File: src/rtl/cnn_load_ctrl.sv
// rtl/cnn_load_ctrl.sv - load sequencer: memory reads to CNN combine-stage strobes
// Outputs are registered one cycle behind the state register, so each state's actions land on the following cycle.
module cnn_load_ctrl #(
    parameter int NUM_WORDS = 64,
    parameter int CNT_BW    = 16,
    parameter int RD_LAT    = 2,
    parameter int PIPE_DLY  = 4,
    parameter int FLUSH_CYC = 2
) (
    input  logic              clk,
    input  logic              reset,
    input  logic              i_start,
    input  logic              i_clear,
    input  logic [CNT_BW-1:0] i_base_addr,
    output logic              o_mem_rd_en,
    output logic [CNT_BW-1:0] o_mem_addr,
    output logic              o_f_enable,
    output logic [31:0]       o_f_address,
    output logic              o_f_value_done,
    output logic              o_f_done,
    output logic              o_busy
);

    typedef enum logic [2:0] {S_IDLE, S_FETCH, S_DRAIN, S_FLUSH, S_DONE} state_t;

    localparam logic [CNT_BW-1:0] LAST_CNT   = CNT_BW'(NUM_WORDS - 1);
    localparam logic [7:0]        DRAIN_LAST = 8'(RD_LAT + PIPE_DLY - 1);
    localparam logic [7:0]        FLUSH_LAST = 8'(FLUSH_CYC - 1);

    state_t              r_state;
    logic [CNT_BW-1:0]   r_base;
    logic [CNT_BW-1:0]   r_cnt;
    logic [7:0]          r_dly;
    logic [RD_LAT-1:0]   r_vld_pipe;
    logic [CNT_BW-1:0]   r_idx_pipe [RD_LAT];
    logic                r_mem_rd_en;
    logic [CNT_BW-1:0]   r_mem_addr;
    logic                r_f_enable;
    logic [31:0]         r_f_address;
    logic                r_f_value_done;
    logic                r_f_done;
    logic                r_busy;

    always_ff @(posedge clk or posedge reset) begin
        if (reset) begin
            r_state        <= S_IDLE;
            r_base         <= '0;
            r_cnt          <= '0;
            r_dly          <= '0;
            r_vld_pipe     <= '0;
            for (int i = 0; i < RD_LAT; i++) r_idx_pipe[i] <= '0;
            r_mem_rd_en    <= 1'b0;
            r_mem_addr     <= '0;
            r_f_enable     <= 1'b0;
            r_f_address    <= '0;
            r_f_value_done <= 1'b0;
            r_f_done       <= 1'b0;
            r_busy         <= 1'b0;
        end else begin
            // Index pipeline mirrors the memory read latency so the index lines up with its data word
            r_vld_pipe[0] <= 1'b0;
            for (int i = RD_LAT - 1; i > 0; i--) begin
                r_vld_pipe[i] <= r_vld_pipe[i-1];
                r_idx_pipe[i] <= r_idx_pipe[i-1];
            end
            if (r_vld_pipe[RD_LAT-1]) r_f_address <= 32'(r_idx_pipe[RD_LAT-1]);

            if (i_clear) begin
                r_state        <= S_IDLE;
                r_cnt          <= '0;
                r_dly          <= '0;
                r_vld_pipe     <= '0;
                r_mem_rd_en    <= 1'b0;
                r_mem_addr     <= '0;
                r_f_enable     <= 1'b0;
                r_f_address    <= '0;
                r_f_value_done <= 1'b0;
                r_f_done       <= 1'b0;
                r_busy         <= 1'b0;
            end else begin
                case (r_state)
                    S_IDLE, S_DONE: begin
                        if (i_start) begin
                            r_state        <= S_FETCH;
                            r_base         <= i_base_addr;
                            r_cnt          <= '0;
                            r_dly          <= '0;
                            r_vld_pipe     <= '0;
                            r_mem_rd_en    <= 1'b0;
                            r_f_enable     <= 1'b0;
                            r_f_address    <= '0;
                            r_f_value_done <= 1'b0;
                            r_f_done       <= 1'b0;
                            r_busy         <= 1'b0;
                        end else if (r_state == S_DONE) begin
                            r_mem_rd_en    <= 1'b0;
                            r_f_enable     <= 1'b0;
                            r_f_value_done <= 1'b1;
                            r_f_done       <= 1'b1;
                            r_busy         <= 1'b0;
                        end
                    end
                    S_FETCH: begin
                        r_mem_rd_en   <= 1'b1;
                        r_mem_addr    <= r_base + r_cnt;
                        r_f_enable    <= 1'b1;
                        r_busy        <= 1'b1;
                        r_vld_pipe[0] <= 1'b1;
                        r_idx_pipe[0] <= r_cnt;
                        r_cnt         <= r_cnt + 1'b1;
                        if (r_cnt == LAST_CNT) begin
                            r_state <= S_DRAIN;
                            r_dly   <= '0;
                        end
                    end
                    S_DRAIN: begin
                        r_mem_rd_en <= 1'b0;
                        if (r_dly == DRAIN_LAST) begin
                            r_state <= S_FLUSH;
                            r_dly   <= '0;
                        end else begin
                            r_dly <= r_dly + 8'd1;
                        end
                    end
                    S_FLUSH: begin
                        r_mem_rd_en    <= 1'b0;
                        r_f_value_done <= 1'b1;
                        if (r_dly == FLUSH_LAST) begin
                            r_state <= S_DONE;
                            r_dly   <= '0;
                        end else begin
                            r_dly <= r_dly + 8'd1;
                        end
                    end
                    default: r_state <= S_IDLE;
                endcase
            end
        end
    end

    assign o_mem_rd_en    = r_mem_rd_en;
    assign o_mem_addr     = r_mem_addr;
    assign o_f_enable     = r_f_enable;
    assign o_f_address    = r_f_address;
    assign o_f_value_done = r_f_value_done;
    assign o_f_done       = r_f_done;
    assign o_busy         = r_busy;

endmodule

File: config.mk
export PLATFORM = sky130hd
export DESIGN_NAME = cnn_load_ctrl
export DESIGN_NICKNAME = d
export VERILOG_FILES = /design/src/rtl/cnn_load_ctrl.sv
export SDC_FILE = /design/constraint.sdc
export NUM_CORES = 1
export LEC_CHECK = 0
export ABC_AREA = 1
export CAP_MARGIN = 20
export CORE_UTILIZATION = 60
export DETAILED_ROUTE_END_ITERATION = 7
export PLACE_DENSITY_LB_ADDON = 0.25
export SYNTH_ARGS = -nofsm -noshare
export SYNTH_HDL_FRONTEND = slang
export SYNTH_SLANG_ARGS = --single-unit
File: constraint.sdc
create_clock -name clk -period 7 [get_ports clk]
set_clock_uncertainty 0.15 [all_clocks]
set_input_delay 1.75 -clock clk [delete_from_list [all_inputs] [get_ports clk]]
set_output_delay 1.75 -clock clk [all_outputs]
set_load 0.01 [all_outputs]
Word-level counts from Yosys, hierarchy flattened
Index checks and enable logic that the tools add are counted.
{"block": "op_classes", "addsub": 3, "eq_ne": 12, "muxes": 37, "n_bitwise": 1, "reduce_logical": 19}
{"operator": "$mux 32", "n": 4}
{"operator": "$mux 16", "n": 4}
{"operator": "$mux 8", "n": 5}
{"operator": "$pmux 16 s2", "n": 1}
{"operator": "$pmux 8 s4", "n": 1}
{"operator": "$add 16x1->16 const B", "n": 1}
{"operator": "$add 16x16->16", "n": 1}
{"operator": "$eq 16x6->1 const B", "n": 1}
{"operator": "$mux 3", "n": 5}
{"operator": "$ne 3x3->1 const B", "n": 4}
{"operator": "$pmux 3 s4", "n": 1}
{"operator": "$reduce_and 2->1", "n": 6}
{"operator": "$mux 1", "n": 10}
{"operator": "$reduce_bool 3->1", "n": 3}
{"operator": "$add 8x1->8 const B", "n": 1}
{"operator": "$eq 8x1->1 const B", "n": 1}
{"operator": "$eq 8x3->1 const B", "n": 1}
{"operator": "$eq 3x2->1 const B", "n": 2}
{"operator": "$pmux 1 s2", "n": 3}
{"operator": "$reduce_and 3->1", "n": 2}
{"operator": "$reduce_bool 5->1", "n": 1}
{"operator": "$mux 2", "n": 2}
{"operator": "$ne 4x4->1 const B", "n": 1}
{"operator": "$reduce_and 4->1", "n": 1}
{"operator": "8 further kinds", "n": 10}
{"block": "word_totals", "regBits": 129, "input_bits": 20, "out_inout_bits": 53, "elab_cells": 85}

Longest topological paths before layout
Gate-level depths: netlist of run 1.
{"block": "logic_depth", "ltp_word": 5, "depth_mapped": 11, "ltp_nobuf": 11}

Least setup slack after synthesis of run 1
OpenSTA, ideal clock, no wires.
{"block": "synth_path", "path_kind": "input to register", "startpoint": "in i_start", "endpoint": "reg r_base[0]", "arrival_ns": 2.495, "t_required_ns": 6.725, "setup_slack_ns": 4.229, "cell_stages": 5, "cell_sequence": "inv_1 -> nor2_4 -> nand2_4 -> buf_6 -> mux2_4"}
{"block": "synth_via", "elab_chain_len": 1}
{"element": "start: declaration", "line_no": "12", "text": "input logic i_start,"}
{"element": "$reduce_and 3->1 (no line)"}
{"element": "end signal: assignment", "line_no": "85", "text": "r_base <= i_base_addr;"}
{"element": "end: declaration", "line_no": "31", "text": "logic [CNT_BW-1:0] r_base;"}
No other way between the ends.
A chain may end at the register's enable or synchronous reset.

Worst setup path after layout of run 1
{"block": "layout_path", "startpoint": "in i_clear", "endpoint": "reg r_cnt[7]"}
{"block": "layout_via", "elab_chain_len": 2, "elab_cells_between_ends": 4}
{"element": "start: declaration", "line_no": "13", "text": "input logic i_clear,"}
{"element": "$ne 3x3->1 (no line) / $reduce_bool 3->1 (equally long branches)"}
{"element": "$reduce_and 2->1 (no line)"}
{"element": "end signal: assignment", "line_no": "110", "text": "r_cnt <= r_cnt + 1'b1;"}
{"element": "end: declaration", "line_no": "32", "text": "logic [CNT_BW-1:0] r_cnt;"}
Parallel ways exist; a longest one is shown, timed or not.

==> out/metrics.csv, run 1 <==
metric;value;unit
outcome;finished clean;
synth_edf_count;0;
critPathMaxFanout;16;
endpoint_kind;flip-flop;
worst_pin_slew;0.919;ns
first_pass_iters;5;
synth_cell_types;37;
final_cell_area;7650;µm²
cpMostUsedCell;inv_2;
dp_hpwl;9.68;mm
syn-num-nets;786;
period_share;48.4;%
syn_area;6240;µm²
avgSynthCellArea;8.35;µm²
path_class;primary input to flip-flop;
fp-row-count;36;
start_util;63.0;%
slowest_stage;clkdlybuf4s50_1;
diodes;0;
slew_violations;0;
fin_tns_setup;0;ns
fin_cells;967;
clk_root_buffer_cell;clkbuf_8;
cp_data_required_time;7.28;ns
portBuffers;72;
multiInputGateArea;2560;µm²
syn2layout_area_growth;22.6;%
vias;5278;
layout_common_cells;244 x nand2_1, 129 x dfrtp_1, 82 x inv_1, 72 x clkdlybuf4s50_1, 61 x nor2_1;
ys_seq_area_share;51.7;%
fin_crit;3.39;ns
post_cts_buffers;0;
max_stage_delay;0.56;ns
cts_tree;done;
arrival;3.67;ns
synth_ff_type;dfrtp_1;
crit_buf_inv;3;
hold_slack;0.234;ns
grt_pass1_wl;24.5;mm
slew_headroom;38.7;%
grt_pass1_vias;5061;
drive_above_1_share;8.03;%
placed_area;7030;µm²
grt.overflow.total;0;
avgRoutedWirePerCell;15.0;µm
ys_warn_count;0;
grt_max_degree;80;
h-tree-depth;4;
vdd_drop_max;0.168;mV
ys_ff_latch;129;
nets;861;
route.detailed.drc;0;
numCtsBuffers;17;
ctsHoldBuffers;0;
core;9910;µm²
initialDrtViolationCount;433;
post_cts_resize_count;0;
p_leak;3.80;nW
power.density;323;nW/µm²
final_common_cell;nand2_1;
start_kind;primary input;
die_w;104;µm
final.fill_count;682;
cap_violations;0;
fmax;0.295;GHz
ff_latch_area;3230;µm²
grt_use_total;28.5;%
cts_buffer_depth;2;
path_clk_slew;0.06;ns
ys_async_sr_fraction;100;%
clock_sinks;129;
finalSetupViolCount;0;
antenna_found_initial;0;
grt_setup_unrepaired;false;
synthCells;747;
ant_nets;0;
place_inst;936;
finalHoldViolCount;0;
hold_path_class;flip-flop to flip-flop;
clk_latency;0.52;ns
detail_route.wirelength;14.5;mm
fp.dieArea;10800;µm²
die_y;104;µm
vias_per_cell;5.46;
place.gp.congestion;0.901;
ios;73;
worstPathCellList;clkdlybuf4s50_1, inv_2, nand3_2, nand2_2, inv_2, nand2_1, o21ai_0, a21oi_1;
cp_top_family;buffers and inverters;
==> sequential cells by signal, indices dropped and copies added (netlist names), 2 cells and up <==
| register | count |
|---|---|
| r_state | 3 |
| o_f_address | 32 |
| o_mem_addr | 16 |
| r_cnt | 16 |
| r_vld_pipe | 2 |
| r_idx_pipe | 32 |
| r_dly | 8 |
| r_base | 16 |
==> final timing paths <==
kind	from	endpoint	slack, ns	cells past startpoint
worst min register to register	r_idx_pipe[22]	r_idx_pipe[6]	0.23	0
min in group asynchronous	reset	o_f_address[4]	1.64	2
worst max-delay path	i_clear	r_cnt[7]	3.61	8
max in group asynchronous	reset	r_base[12]	3.89	3
worst max register to register	r_vld_pipe[1]	o_f_address[25]	4.77	3
worst min-delay path	r_idx_pipe[22]	r_idx_pipe[6]	0.23	0
==> cells in the mapped netlist, types with 2 or more instances <==
| cell type | count | area [µm²] |
|---|---|---|
| a21oi_1 | 36 | 180 |
| buf_2 | 5 | 25.0 |
| buf_4 | 3 | 22.5 |
| buf_6 | 4 | 45.0 |
| clkbuf_1 | 6 | 22.5 |
| clkinv_1 | 2 | 7.51 |
| dfrtp_1 | 129 | 3230 |
| ha_1 | 18 | 225 |
| inv_1 | 83 | 312 |
| inv_2 | 5 | 18.8 |
| mux2_2 | 7 | 78.8 |
| mux2_4 | 8 | 120 |
| nand2_1 | 244 | 916 |
| nand3_1 | 40 | 200 |
| nand3_2 | 2 | 20.0 |
| nand3b_1 | 2 | 15.0 |
| nand4_1 | 14 | 87.6 |
| nor2_1 | 61 | 229 |
| nor2_2 | 4 | 25.0 |
| nor2_4 | 2 | 22.5 |
| nor3_1 | 12 | 60.1 |
| nor4_1 | 2 | 12.5 |
| o2111ai_1 | 4 | 35.0 |
| o21ai_0 | 26 | 130 |
| o21ai_1 | 12 | 60.1 |
| or2_2 | 2 | 12.5 |
| xor2_1 | 4 | 35.0 |
==> per-stage QoR <==
stage / total power, mW / setup WS (ns) / util, %
finish: 2.47 / 3.61 / 77.2
global route: 2.59 / 3.49 / 77.2
CTS: 2.48 / 3.63 / 77.2
detailed placement: 1.54 / 3.17 / 70.9
global placement: 1.51 / 3.26 / 70.9
floorplan: 1.36 / 1.66 / -
==> per-layer routing <==
metal / global-route usage, % / routed length, µm / vias to the layer above
li1: - / - / 2546
met4: 10.2 / 291 / 0
met3: 4.39 / 697 / 25
met2: 48.8 / 7230 / 183
met5: 0 / 0 / -
met1: 37.0 / 6290 / 2524
==> worst reg2reg max path, stage by stage (launching register included) <==
cell      delay (ns)
dfrtp_1         0.66
clkinv_1        0.57
nand2_1         0.59
nor2_1          0.13
==> report_power, final <==
part           internal (mW)  leakage [nW]  switching (mW)
clock                  0.583         0.301           0.345
sequential             0.857          1.75          0.0838
combinational          0.240          1.75           0.365
==> cell type report <==
cell class | instances | area share, %
flip-flops and latches | 129 | 42.2
inverters | 90 | 4.45
well taps | 133 | 2.18
clock inverters | 14 | 2.68
multi-input cells | 510 | 33.5
clock buffers | 17 | 5.41
repair buffers | 74 | 9.62
==> cell families after synthesis <==
group | count (synthesis) | synth area share [%]
DFF | 129 | 51.7
buffers and inverters | 108 | 7.26
and+or+nand+nor | 389 | 26.2
adders and majority gates | 19 | 3.93
xor gates and xnor gates | 4 | 0.561
muxes | 15 | 3.19
AOI/OAI and AO/OA | 83 | 7.14
Power figures use the tool's default switching activity.
==> run 2: changes to the inputs <==
CORE_UTILIZATION = 51   (was 60)
clock period = 3 ns   (was 7 ns; I/O delays follow)
==> out/metrics.csv, run 2 (synthesized netlist as in run 1, its figures left out) <==
metric;value;unit;change
hold_path_class;flip-flop to flip-flop;;unchanged
clock_sinks;129;;unchanged
r2r-start;r_cnt[0];;was r_vld_pipe[1]
final.fill_count;1006;;was 682
vias;5138;;was 5278
finalHoldViolCount;0;;unchanged
place_inst;954;;was 936
period_share;75.2;%;
design_power_total;5.71;mW;was 2.47 mW
nets;865;;was 861
cts_buffer_depth;2;;unchanged
fin_crit;2.26;ns;
diodes;0;;unchanged
clk_latency;0.41;ns;was 0.52 ns
fmax;0.443;GHz;
outcome;finished clean;;unchanged
crit_start;i_clear;;unchanged
final_core_util;64.6;%;was 77.2%
vias_per_cell;5.21;;was 5.46
grt_use_total;22.9;%;was 28.5%
clk_root_buffer_cell;clkbuf_16;;was clkbuf_8
dp_hpwl;9.20;mm;was 9.68 mm
initialDrtViolationCount;403;;was 433
final_cell_area;7720;µm²;was 7650 µm²
syn2layout_area_growth;23.7;%;was 22.6%
endpoint_kind;flip-flop;;unchanged
ios;73;;unchanged
ant_nets;0;;unchanged
core;12000;µm²;was 9910 µm²
avgRoutedWirePerCell;13.4;µm;was 15.0 µm
grt.overflow.total;0;;unchanged
cts_tree;done;;unchanged
fin_tns_setup;0;ns;unchanged
die_w;113;µm;was 104 µm
slew_violations;0;;unchanged
h-tree-depth;4;;unchanged
power.density;739;nW/µm²;was 323 nW/µm²
numCtsBuffers;17;;unchanged
fp-row-count;40;;was 36
layout_common_cells;244 x nand2_1, 129 x dfrtp_1, 82 x inv_1, 72 x clkdlybuf4s50_1, 61 x nor2_1;;unchanged
p_leak;3.82;nW;was 3.80 nW
portBuffers;72;;unchanged
post_cts_resize_count;0;;unchanged
fin_cells;986;;was 967
grt_max_degree;78;;was 80
critPathMaxFanout;13;;was 16
finalSetupViolCount;0;;unchanged
detail_route.wirelength;13.3;mm;was 14.5 mm
grt_pass1_vias;4899;;was 5061
rrSetupSlack;0.91;ns;was 4.77 ns
antenna_found_initial;0;;unchanged
first_pass_iters;5;;unchanged
cap_violations;0;;unchanged
path_clk_slew;0.06;ns;about the same
start_util;52.2;%;was 63.0%
post_cts_buffers;0;;unchanged
die_y;113;µm;was 104 µm
route.detailed.drc;0;;unchanged
min_from;r_idx_pipe[30];;was r_idx_pipe[22]
arrival;2.40;ns;was 3.67 ns
path_class;primary input to flip-flop;;unchanged
worst_pin_slew;0.637;ns;was 0.919 ns
final_common_cell;nand2_1;;unchanged
vdd_drop_max;0.407;mV;was 0.168 mV
grt_pass1_wl;22.7;mm;was 24.5 mm
slew_headroom;57.5;%;was 38.7%
fp.dieArea;12700;µm²;was 10800 µm²
cp_data_required_time;3.15;ns;was 7.28 ns
placed_area;7100;µm²;was 7030 µm²
ctsHoldBuffers;0;;unchanged
place.gp.congestion;0.901;;unchanged
grt_setup_unrepaired;false;;unchanged
drive_above_1_share;8.58;%;was 8.03%
start_kind;primary input;;unchanged
==> run 2: final cells by class <==
class	instances	area, µm²	area share [%]
Clock buffer	18	439	5.69
Clock inverter	14	179	2.32
Inverter	90	342	4.42
Multi-Input combinational cell	510	2560	33.1
Sequential cell	129	3230	41.8
Tap cell	147	184	2.38
Timing Repair Buffer	78	791	10.2
==> run 2: final timing paths <==
check | cells after the start | to
worst max-delay path | 8 | r_cnt[5]
worst min-delay path | 0 | r_idx_pipe[14]
worst max register to register | 10 | r_dly[1]
worst min register to register | 0 | r_idx_pipe[14]
max in group asynchronous | 3 | r_dly[1]
min in group asynchronous | 3 | o_f_address[1]
==> run 2: worst max-delay path, cell delays in order <==
cell and delay, ns:
clkdlybuf4s50_1 0.62, inv_2 0.15, nand3_2 0.17, nand2_2 0.19, inv_2 0.20, nand2_1 0.10, o21ai_0 0.17, a21oi_1 0.06
==> run 2: layer usage <==
| metal | global-route usage (%) | share of wire, % | vias up |
|---|---|---|---|
| met3 | 5.67 | 5.3 | 21 |
| li1 | - | - | 2554 |
| met5 | 0 | 0 | - |
| met1 | 29.9 | 46 | 2410 |
| met4 | 8.98 | 1.8 | 0 |
| met2 | 36.7 | 47 | 153 |
==> run 2: where the power goes <==
| part | switching [mW] | leakage (nW) | total, mW | internal (mW) |
|---|---|---|---|---|
| Clock | 0.793 | 0.294 | 2.13 | 1.34 |
| Combinational | 0.827 | 1.77 | 1.39 | 0.567 |
| Sequential | 0.180 | 1.75 | 2.18 | 2.00 |
| Total | 1.80 | 3.82 | 5.71 | 3.91 |
==> run 2: per-stage QoR <==
step / worst slack, ns / hold slack [ns]
after floorplan: 0.505 / 0.204
after global placement: 0.355 / 0.213
after detailed placement: 0.326 / 0.212
after CTS: 0.730 / 0.227
after global routing: 0.541 / 0.237
final: 0.744 / 0.227
==> run 3: changes to the inputs <==
CORE_UTILIZATION = 56   (was 51)
clock period = 2.1 ns   (was 3 ns; I/O delays follow)
==> out/metrics.csv, run 3 (synthesized netlist as in run 1, its figures left out) <==
metric;value;unit;change
finalHoldViolCount;0;;unchanged
cp_data_required_time;2.36;ns;was 3.15 ns
clock_sinks;129;;unchanged
die_y;108;µm;was 113 µm
h-tree-depth;4;;unchanged
slew_violations;0;;unchanged
antenna_found_initial;0;;unchanged
grt_setup_unrepaired;false;;unchanged
met3_length;696;µm;was 704 µm
slowest_stage;dfrtp_1;;was clkdlybuf4s50_1
worstPathCellList;ha_1, or2_2, nand3_1, nand2_1, nand2_1, nand3b_1, nand3_1, nand2_1;;was clkdlybuf4s50_1, inv_2, nand3_2, nand2_2, inv_2, nand2_1, o21ai_0, a21oi_1
fp-row-count;38;;was 40
vias;5289;;was 5138
fin_cells;1003;;was 986
min_to;r_idx_pipe[9];;was r_idx_pipe[14]
grt_pass1_wl;24.1;mm;was 22.7 mm
design_power_total;7.97;mW;was 5.71 mW
cts_tree;done;;unchanged
finalSetupViolCount;0;;unchanged
first_pass_iters;5;;unchanged
clk_root_buffer_cell;clkbuf_8;;was clkbuf_16
final_common_cell;nand2_1;;unchanged
min_from;r_idx_pipe[25];;was r_idx_pipe[30]
diodes;0;;unchanged
syn2layout_area_growth;26.4;%;was 23.7%
grt.overflow.total;0;;unchanged
cap_violations;0;;unchanged
critPathMaxFanout;5;;was 13
crit_buf_inv;0;;was 3
cpMostUsedCell;nand2_1;;was inv_2
start_kind;flip-flop;;was primary input
r2r-start;r_cnt[2];;was r_cnt[0]
avgRoutedWirePerCell;14.0;µm;was 13.4 µm
p_leak;4.42;nW;was 3.82 nW
min_path_cells;0;;unchanged
path_clk_slew;0.06;ns;about the same
outcome;finished clean;;unchanged
grt_use_total;26.9;%;was 22.9%
wl_met1;6.14;mm;was 6.09 mm
worst_pin_slew;0.437;ns;was 0.637 ns
grt_pass1_vias;5189;;was 4899
drive_above_1_share;11.6;%;was 8.58%
fp.dieArea;11600;µm²;was 12700 µm²
wl_met2;6.95;mm;was 6.23 mm
place.gp.congestion;0.867;;was 0.901
final_core_util;72.7;%;was 64.6%
cts_buffer_depth;2;;unchanged
portBuffers;72;;unchanged
layout_common_cells;244 x nand2_1, 128 x dfrtp_1, 82 x inv_1, 61 x nor2_1, 38 x nand3_1;;was 244 x nand2_1, 129 x dfrtp_1, 82 x inv_1, 72 x clkdlybuf4s50_1, 61 x nor2_1
vdd_drop_max;0.598;mV;was 0.407 mV
max_stage_delay;0.43;ns;was 0.62 ns
die_w;108;µm;was 113 µm
fin_tns_setup;0;ns;unchanged
detail_route.wirelength;14.1;mm;was 13.3 mm
arrival;2.24;ns;was 2.40 ns
dp_hpwl;9.81;mm;was 9.20 mm
hold_slack;0.223;ns;was 0.227 ns
grt_max_degree;75;;was 78
fmax;0.505;GHz;
path_class;flip-flop to flip-flop;;was primary input to flip-flop
endpoint_kind;flip-flop;;unchanged
start_util;57.6;%;was 52.2%
rrSetupSlack;0.12;ns;was 0.91 ns
top_layer;met4;;unchanged
power.density;1010;nW/µm²;was 739 nW/µm²
vias_per_cell;5.27;;was 5.21
clk_latency;0.53;ns;was 0.41 ns
cp_top_family;simple AND/OR/NAND/NOR gates;;was buffers and inverters
period_share;94.3;%;
hold_path_class;flip-flop to flip-flop;;unchanged
initialDrtViolationCount;436;;was 403
place_inst;970;;was 954
route.detailed.drc;0;;unchanged
numCtsBuffers;17;;unchanged
reg2reg_to;o_mem_addr[9];;was r_dly[1]
ios;73;;unchanged
reg2regPathDepth;8;;was 10
fin_crit;1.98;ns;
slew_headroom;70.7;%;was 57.5%
nets;889;;was 865
ant_nets;0;;unchanged
core;10800;µm²;was 12000 µm²
[run 3: worst max-delay path by stage]
stage,start,end,slack [ns],cells after the start
2_1_floorplan,reset,o_busy,-0.17,1
3_3_place_gp,i_clear,r_cnt[10],-0.01,7
3_5_place_dp,i_clear,r_cnt[10],-0.07,7
4_1_cts,o_f_address[20],o_f_address[20],0.0003,1
5_1_grt,r_cnt[2],o_mem_addr[11],0.02,8
6_report,r_cnt[2],o_mem_addr[9],0.12,8
[run 3: cell type report]
type | count | area, µm²
sequential | 129 | 3230
fill | 817 | 2960
multi-input combinational | 510 | 2580
timing repair buffer | 102 | 1010
clock buffer | 18 | 428
inverter | 90 | 342
tap | 140 | 175
clock inverter | 14 | 126
[run 3: where the power goes]
part | internal [mW] | switching, mW
Combinational | 0.896 | 1.24
Clock | 1.61 | 1.12
Sequential | 2.86 | 0.246
[run 3: metrics by stage]
step / setup WS [ns] / area, µm²
floorplan: -0.170 / 6240
global placement: -0.0108 / 7300
detailed placement: -0.0704 / 7300
CTS: 0.000328 / 7810
global route: 0.0214 / 7890
finish: 0.119 / 7890
[run 3: worst register-to-register path, cell delays in order, from the launching register on]
cell,delay [ns]
dfrtp_1,0.43
ha_1,0.36
or2_2,0.34
nand3_1,0.09
nand2_1,0.13
nand2_1,0.13
nand3b_1,0.09
nand3_1,0.11
nand2_1,0.06
[run 3: timing repair]
action                                  4_1_cts  5_1_grt
resized for setup                            36       22
hold buffers                                  0        0
gates cloned                                  0        0
endpoints found under the setup margin       36       29
buffers inserted                              0        1
[run 3: metal layers]
| metal | global-route usage [%] | vias up |
|---|---|---|
| met3 | 5.69 | 28 |
| met2 | 44.7 | 171 |
| li1 | - | 2602 |
| met1 | 34.2 | 2488 |
| met5 | 0 | - |
| met4 | 11.0 | 0 |
